<file path="src/rtl/chip8_mem_arbiter_pkg.sv">
// Shared definitions for the CHIP-8 memory arbiter: requester ids, FSM states,
// read-return tags and the round-robin index helper.
package chip8_mem_arbiter_pkg;

  localparam int NUM_REQ = 3;

  localparam logic [1:0] REQ_PROC  = 2'd0;
  localparam logic [1:0] REQ_VIDEO = 2'd1;
  localparam logic [1:0] REQ_DEBUG = 2'd2;

  typedef enum logic [1:0] {
    IDLE  = 2'd0,
    BEAT0 = 2'd1,
    BEAT1 = 2'd2
  } arb_state_e;

  typedef struct packed {
    logic [1:0] id;
    logic       first;
    logic       last;
  } rd_tag_t;

  // (base + off) mod NUM_REQ for base, off in 0..2
  function automatic logic [1:0] rr_step(input logic [1:0] base, input logic [1:0] off);
    logic [2:0] s;
    s = {1'b0, base} + {1'b0, off};
    return (s >= 3'd3) ? 2'(s - 3'd3) : s[1:0];
  endfunction

endpackage

</file>
<file path="src/rtl/chip8_mem_arbiter_pipe.sv">
// Fixed-depth delay line; the arbiter uses it to carry read tags alongside
// the memory's read latency.
module chip8_mem_arbiter_pipe #(
  parameter int DEPTH = 3,
  parameter int W     = 4
) (
  input  logic         clk_in,
  input  logic         rst_n_in,
  input  logic [W-1:0] d_in,
  output logic [W-1:0] q_out
);
  logic [DEPTH-1:0][W-1:0] stage_q, stage_d;

  always_comb begin
    stage_d[0] = d_in;
    for (int i = 1; i < DEPTH; i++) stage_d[i] = stage_q[i-1];
  end

  always_ff @(posedge clk_in or negedge rst_n_in) begin
    if (!rst_n_in) stage_q <= '0;
    else           stage_q <= stage_d;
  end

  assign q_out = stage_q[DEPTH-1];

endmodule

</file>
<file path="src/rtl/chip8_mem_arbiter.sv">
// Three-way round-robin arbiter onto a byte-wide shared memory port; words are
// split into two big-endian beats and read data is reassembled from tags.
module chip8_mem_arbiter
  import chip8_mem_arbiter_pkg::*;
#(
  parameter int ADDR_W       = 13,
  parameter int READ_LATENCY = 3
) (
  input  logic                clk_in,
  input  logic                rst_n_in,
  input  logic [2:0]          req_valid_in,
  output logic [2:0]          req_ready_out,
  input  logic [3*ADDR_W-1:0] req_addr_in,
  input  logic [2:0]          req_we_in,
  input  logic [2:0]          req_size_in,
  input  logic [3*16-1:0]     req_wdata_in,
  output logic [ADDR_W-1:0]   mem_addr_out,
  output logic                mem_we_out,
  output logic [7:0]          mem_wdata_out,
  input  logic [7:0]          mem_rdata_in,
  output logic [2:0]          rsp_valid_out,
  output logic [15:0]         rsp_data_out
);
  arb_state_e        state_q, state_d;
  logic [1:0]        ptr_q, ptr_d, id_q, id_d;
  logic              we_q, we_d, size_q, size_d;
  logic [7:0]        lo_q, lo_d;
  logic [ADDR_W-1:0] mem_addr_q, mem_addr_d;
  logic              mem_we_q, mem_we_d;
  logic [7:0]        mem_wdata_q, mem_wdata_d;
  logic [7:0]        hi_q, hi_d;
  logic              hi_vld_q, hi_vld_d;

  logic [ADDR_W-1:0] r_addr  [NUM_REQ];
  logic [15:0]       r_wdata [NUM_REQ];
  logic [1:0]        win;
  logic              win_vld;
  logic [2:0]        grant;
  rd_tag_t           tag_in, tag_out;

  for (genvar i = 0; i < NUM_REQ; i++) begin : g_unpack
    assign r_addr[i]  = req_addr_in[i*ADDR_W +: ADDR_W];
    assign r_wdata[i] = req_wdata_in[i*16 +: 16];
  end

  always_comb begin
    win     = ptr_q;
    win_vld = 1'b0;
    for (int k = 0; k < NUM_REQ; k++) begin
      if (!win_vld && req_valid_in[rr_step(ptr_q, 2'(k))]) begin
        win     = rr_step(ptr_q, 2'(k));
        win_vld = 1'b1;
      end
    end
  end

  always_comb begin
    state_d     = state_q;
    ptr_d       = ptr_q;
    id_d        = id_q;
    we_d        = we_q;
    size_d      = size_q;
    lo_d        = lo_q;
    mem_addr_d  = mem_addr_q;
    mem_wdata_d = mem_wdata_q;
    mem_we_d    = 1'b0;
    grant       = '0;
    tag_in      = '0;
    case (state_q)
      IDLE: begin
        if (win_vld) begin
          grant[win]  = 1'b1;
          ptr_d       = rr_step(win, 2'd1);
          id_d        = win;
          we_d        = req_we_in[win];
          size_d      = req_size_in[win];
          lo_d        = r_wdata[win][7:0];
          mem_addr_d  = r_addr[win];
          mem_we_d    = req_we_in[win];
          mem_wdata_d = req_size_in[win] ? r_wdata[win][15:8] : r_wdata[win][7:0];
          state_d     = BEAT0;
        end
      end
      BEAT0: begin
        if (!we_q) begin
          tag_in.id    = id_q;
          tag_in.first = size_q;
          tag_in.last  = !size_q;
        end
        if (size_q) begin
          mem_addr_d  = mem_addr_q + ADDR_W'(1);
          mem_we_d    = we_q;
          mem_wdata_d = lo_q;
          state_d     = BEAT1;
        end else begin
          state_d = IDLE;
        end
      end
      BEAT1: begin
        if (!we_q) begin
          tag_in.id   = id_q;
          tag_in.last = 1'b1;
        end
        state_d = IDLE;
      end
      default: state_d = IDLE;
    endcase
  end

  assign req_ready_out = grant & {NUM_REQ{rst_n_in}};

  chip8_mem_arbiter_pipe #(
    .DEPTH (READ_LATENCY),
    .W     ($bits(rd_tag_t))
  ) u_tag_pipe (
    .clk_in   (clk_in),
    .rst_n_in (rst_n_in),
    .d_in     (tag_in),
    .q_out    (tag_out)
  );

  // Word beats return on consecutive cycles, so a last tag that directly
  // follows a first tag completes a word; any other last tag is a byte.
  always_comb begin
    hi_d          = tag_out.first ? mem_rdata_in : hi_q;
    hi_vld_d      = tag_out.first;
    rsp_valid_out = '0;
    rsp_data_out  = '0;
    if (tag_out.last) begin
      rsp_valid_out[tag_out.id] = 1'b1;
      rsp_data_out              = {hi_vld_q ? hi_q : 8'h00, mem_rdata_in};
    end
  end

  always_ff @(posedge clk_in or negedge rst_n_in) begin
    if (!rst_n_in) begin
      state_q     <= IDLE;
      ptr_q       <= REQ_PROC;
      id_q        <= '0;
      we_q        <= 1'b0;
      size_q      <= 1'b0;
      lo_q        <= '0;
      mem_addr_q  <= '0;
      mem_we_q    <= 1'b0;
      mem_wdata_q <= '0;
      hi_q        <= '0;
      hi_vld_q    <= 1'b0;
    end else begin
      state_q     <= state_d;
      ptr_q       <= ptr_d;
      id_q        <= id_d;
      we_q        <= we_d;
      size_q      <= size_d;
      lo_q        <= lo_d;
      mem_addr_q  <= mem_addr_d;
      mem_we_q    <= mem_we_d;
      mem_wdata_q <= mem_wdata_d;
      hi_q        <= hi_d;
      hi_vld_q    <= hi_vld_d;
    end
  end

  assign mem_addr_out  = mem_addr_q;
  assign mem_we_out    = mem_we_q;
  assign mem_wdata_out = mem_wdata_q;

endmodule

</file>
<file path="config.mk">
export PLATFORM = sky130hd
export DESIGN_NAME = chip8_mem_arbiter
export DESIGN_NICKNAME = d
export VERILOG_FILES = /design/src/rtl/chip8_mem_arbiter_pkg.sv /design/src/rtl/chip8_mem_arbiter_pipe.sv /design/src/rtl/chip8_mem_arbiter.sv
export SDC_FILE = /design/constraint.sdc
export NUM_CORES = 1
export LEC_CHECK = 0
export CORE_ASPECT_RATIO = 1.2
export CORE_MARGIN = 1
export CORE_UTILIZATION = 46
export DETAILED_ROUTE_END_ITERATION = 10
export GPL_ROUTABILITY_DRIVEN = 0
export PLACE_DENSITY_LB_ADDON = 0.1
export SKIP_LAST_GASP = 1
export SLEW_MARGIN = 20
export SYNTH_ARGS = -nofsm -noshare
export SYNTH_HDL_FRONTEND = slang
export SYNTH_SLANG_ARGS = --single-unit
export TNS_END_PERCENT = 100
</file>
<file path="constraint.sdc">
create_clock -name clk_in -period 4.9 [get_ports clk_in]
set_input_delay 0.98 -clock clk_in [delete_from_list [all_inputs] [get_ports clk_in]]
set_output_delay 0.98 -clock clk_in [all_outputs]
set_load 0.01 [all_outputs]
</file>
==> results <==
- In this run, synthesis inferred 0 flip-flops with an integrated enable.
- The maximum number of buffers from clock root to sink is 2.
- The share of synthesized area in the top cell type comes to 43.51%.
- After clock tree synthesis, the repair step resized 0 gates.
- The finished layout holds 580 standard cells, fillers aside.
- The number of top-level pins is 150.
- Setup repair after global routing left no endpoint under its margin.
- For the worst setup path, the data required time is 3.92 ns.
- For the final routed database, the setup TNS stands at 0 ns.
- On the worst path, the slowest cell contributes a delay of 0.50 ns.
- Sequential elements use 43.51% of the synthesized area.
- The maximum level of the CTS H-tree is 3.
- Data on the critical path arrives at its endpoint at 3.38 ns.
- The most numerous cell type found on the critical path is sky130_fd_sc_hd__clkdlybuf4s50_1.
- The insertion delay of the later-clocked pin in the worst-skew pair is 0.33 ns.
- In this run the power density over the cells is 716.0 nW/um^2.
- The number of warning messages in the yosys log is 0.
- The achievable clock frequency is 229.2 MHz.
- The standard-cell row count is 33.
- The number of sinks driven by the clock tree is 59.
- After detailed routing, the number of remaining DRC violations is 0.
- The run finished with clean final reports.
- The number of diodes added for antenna fixing is 0.
- The actual transition at the worst max-transition pin is 0.7970 ns.
- The clock skew is 0.005673 ns.
- The die covers 7726 sq um.
- Summing internal, switching and leakage power gives 3.708 mW.
- The worst vdd rail ir drop is between 400 and 500 uV.
- On the final layout, the worst hold slack is 0.3505 ns.
- The region available for standard cell placement spans roughly 7000 sq um.
- The number of hold violations in the final report came to 0.
- The first global-routing pass estimated approximately 16000 microns of wire.
- Synthesis handed over a netlist of 342 instances.
- The hold buffer count at cts is 0.
- The first routing iteration left 236 violations.
- The average wire per standard cell is 16.46 microns.
- The path class of the tightest hold or removal check is register to register.
- The net total in the final layout is 604.
- After synthesis, the mean cell area works out to just under 10 sq um.
- The via count of the first global-routing pass came to 3308.
- The critical path goes through clkdlybuf4s50_1 -> or2b_1 -> mux2i_1 -> o41ai_2 -> a221oi_2 -> inv_2 -> ha_1 -> and3_1 -> clkdlybuf4s50_1.
- Among all stages on the critical path, the largest delay is contributed by sky130_fd_sc_hd__clkdlybuf4s50_1.
- The critical path class is input port to output pin.
- The count of state elements after synthesis is 59.
- The ratio of final minimum period to clock period is 89.05%.
- The clock edge transition at the registers on the reported setup and hold paths is 0.07 ns.
- When the netlist entered floorplanning its net count stood at ~460.
- The maximum fanout along the worst path is 4.
- Summing over every cut layer, the via total after detailed routing is about 3.4k.
- The end-of-flow core utilization is around three quarters.
- The prevailing post-synth register cell is sky130_fd_sc_hd__dfrtp_1.
- The master cell of the clock root buffer is sky130_fd_sc_hd__clkbuf_8.
- From left edge to right edge, the die measures 80.41 microns.
- After synthesis the cells add up to 3393 sq um.
- In this run the tightest slew margin relative to its limit is 46.87%.
- The kind of cell adding the most delay to the critical path is buffers and inverters.
- The final critical path time including I/O delays and setup is between 4 and 5 ns.
- The final count of pins violating max slew was 0.
- The pin count of the biggest net entering global routing is 60.
- The total setup buffers inserted after CTS is 0.
- Before antenna repair, the detailed router went through 5 iterations.
- The layout overhead on the synthesized area is 52.62%.
- The launching element type of the critical path is an input port.
- Counting the buffers created by CTS gives 9.
- For this run, asynchronously set or reset flops after synthesis account for 100.0%.
- The critical path contains buffers and inverters numbering 3 combined.
- The final count of negative-setup-slack endpoints is 0.
- Global routing finished with a remaining overflow of 0.
- The initial core utilization is 48.63%.
- Cells with a size suffix above 1 make up a little under a tenth of the layout.
- The number of instances in the placed design is 564.
- In this run the static leakage power is 2.257 nW.
- The routed via count divided by cell count is a little under 6.
- The synthesized design spends more area on one cell type than any other, namely sky130_fd_sc_hd__dfrtp_1.
- The detailed-route wire length is roughly 9500 microns.
- The detail route stage leaves a number of antenna-violating nets equal to 0.
- The chip height is 96.09 microns.
- The initial antenna violation count is 0.
- Global routing used between 20% and 30% of the available tracks across all layers.
- TritonCTS built the clock tree.
- The type of destination of the critical path is an output pin.
- Max-cap violations in this run came to 0.
- The number of buffers added on ports is 149.
- By area the synthesized netlist is led by sky130_fd_sc_hd__dfrtp_1 (44%), sky130_fd_sc_hd__a222oi_1 (5.9%), sky130_fd_sc_hd__and3_1 (4.4%).
- The half-perimeter wire length of the detailed placement result is approximately 7000 microns.
- The number of distinct library cells after synthesis is 49.
==> worst paths after layout <==
path	startpoint	end	slack, ns	depth (start not counted)
max in group asynchronous	rst_n_in	lo_q[7]$_DFFE_PN0P_	3.58	2
min in group asynchronous	rst_n_in	ptr_q[0]$_DFFE_PN0P_	0.82	2
max	req_valid_in[2]	req_ready_out[1]	0.54	9
min	u_tag_pipe.stage_d[10]$_DFF_PN0_	u_tag_pipe.q_out[2]$_DFF_PN0_	0.35	0
min reg2reg	u_tag_pipe.stage_d[10]$_DFF_PN0_	u_tag_pipe.q_out[2]$_DFF_PN0_	0.35	0
max reg2reg	ptr_q[1]$_DFFE_PN0P_	mem_wdata_out[3]$_DFFE_PN0P_	1.27	11
==> logic make-up after synthesis <==
kind of cell    Yosys count  share of synthesized area [%]
buf+inv                  32                          4.388
mux                      22                          6.969
compound gates          109                          24.89
simple gates            110                          16.56
fa+ha+maj                10                          3.687
flops                    59                          43.51
==> report_power, final <==
| group | switching, mW | internal [mW] |
|---|---|---|
| clock network | 0.196 | 0.300 |
| logic | 1.26 | 1.05 |
| registers | 0.173 | 0.720 |
==> synthesized netlist by cell type (4+ instances only) <==
master,count
sky130_fd_sc_hd__o22ai_1,5
sky130_fd_sc_hd__and3_1,24
sky130_fd_sc_hd__a221oi_1,15
sky130_fd_sc_hd__and2_1,11
sky130_fd_sc_hd__a31oi_1,4
sky130_fd_sc_hd__mux2i_1,11
sky130_fd_sc_hd__dfrtp_1,59
sky130_fd_sc_hd__a222oi_1,20
sky130_fd_sc_hd__nor3_1,5
sky130_fd_sc_hd__buf_2,5
sky130_fd_sc_hd__a221o_1,8
sky130_fd_sc_hd__inv_1,7
sky130_fd_sc_hd__nand3_1,7
sky130_fd_sc_hd__mux2_2,10
sky130_fd_sc_hd__a21o_1,5
sky130_fd_sc_hd__clkbuf_1,14
sky130_fd_sc_hd__nor2_1,20
sky130_fd_sc_hd__a21oi_1,12
sky130_fd_sc_hd__ha_1,10
sky130_fd_sc_hd__nand2_1,31
sky130_fd_sc_hd__o21ai_0,25
==> registers in the layout, summed over array words and instances, names as in the netlist <==
name and count:
u_tag_pipe.q_out 4, mem_wdata_out 8, id_q 2, hi_q 8
size_q 1, mem_we_out 1, hi_vld_q 1, u_tag_pipe.stage_d 8
lo_q 8, state_q 2, mem_addr_out 13, we_q 1
ptr_q 2
==> metrics by stage <==
stage               area (sq um)  worst slack (ns)
finish                      5179            0.5367
global route                5179            0.4063
global placement            4952            0.6717
floorplan                   3393             1.255
detailed placement          4952            0.5538
CTS                         5179            0.5587
==> layout by cell type (no fill, tap or decap), types with 2 or more instances in the layout <==
cell type	synthesis	final
sky130_fd_sc_hd__nand3_1	7	7
sky130_fd_sc_hd__nand2b_1	2	2
sky130_fd_sc_hd__a21o_1	5	5
sky130_fd_sc_hd__clkinvlp_4	0	2
sky130_fd_sc_hd__and3_1	24	24
sky130_fd_sc_hd__inv_1	7	7
sky130_fd_sc_hd__bufinv_16	0	2
sky130_fd_sc_hd__nor3_1	5	5
sky130_fd_sc_hd__dfrtp_1	59	59
sky130_fd_sc_hd__clkbuf_8	0	10
sky130_fd_sc_hd__buf_4	2	9
sky130_fd_sc_hd__nand2_1	31	31
sky130_fd_sc_hd__a21oi_1	12	12
sky130_fd_sc_hd__a221o_1	8	8
sky130_fd_sc_hd__clkdlybuf4s50_1	0	148
sky130_fd_sc_hd__inv_2	2	2
sky130_fd_sc_hd__a31oi_1	4	4
sky130_fd_sc_hd__mux2_2	10	10
sky130_fd_sc_hd__o21ai_0	25	25
sky130_fd_sc_hd__and3b_1	3	3
sky130_fd_sc_hd__a222oi_1	20	20
sky130_fd_sc_hd__a221oi_1	15	15
sky130_fd_sc_hd__o22ai_1	5	5
sky130_fd_sc_hd__and2_1	11	11
sky130_fd_sc_hd__ha_1	10	10
sky130_fd_sc_hd__nor2_1	20	20
sky130_fd_sc_hd__mux2i_1	11	11
==> layer usage <==
layer  global-route usage (%)  share of wire [%]
met1                    31.03                 40
met2                    46.19                 51
met3                    4.929                7.1
met4                    11.16                2.0
met5                        0                  0
==> area by class of cell <==
type                    instances  area, sq um
clock buffers                  10        137.6
fillers                       508         1799
clock inverters                 6        88.84
well taps                      87        108.9
inverters                       9        33.78
repair buffers                158         1554
flip-flops and latches         59         1476
multi-input cells             251         1779
Power figures use the tool's default switching activity.
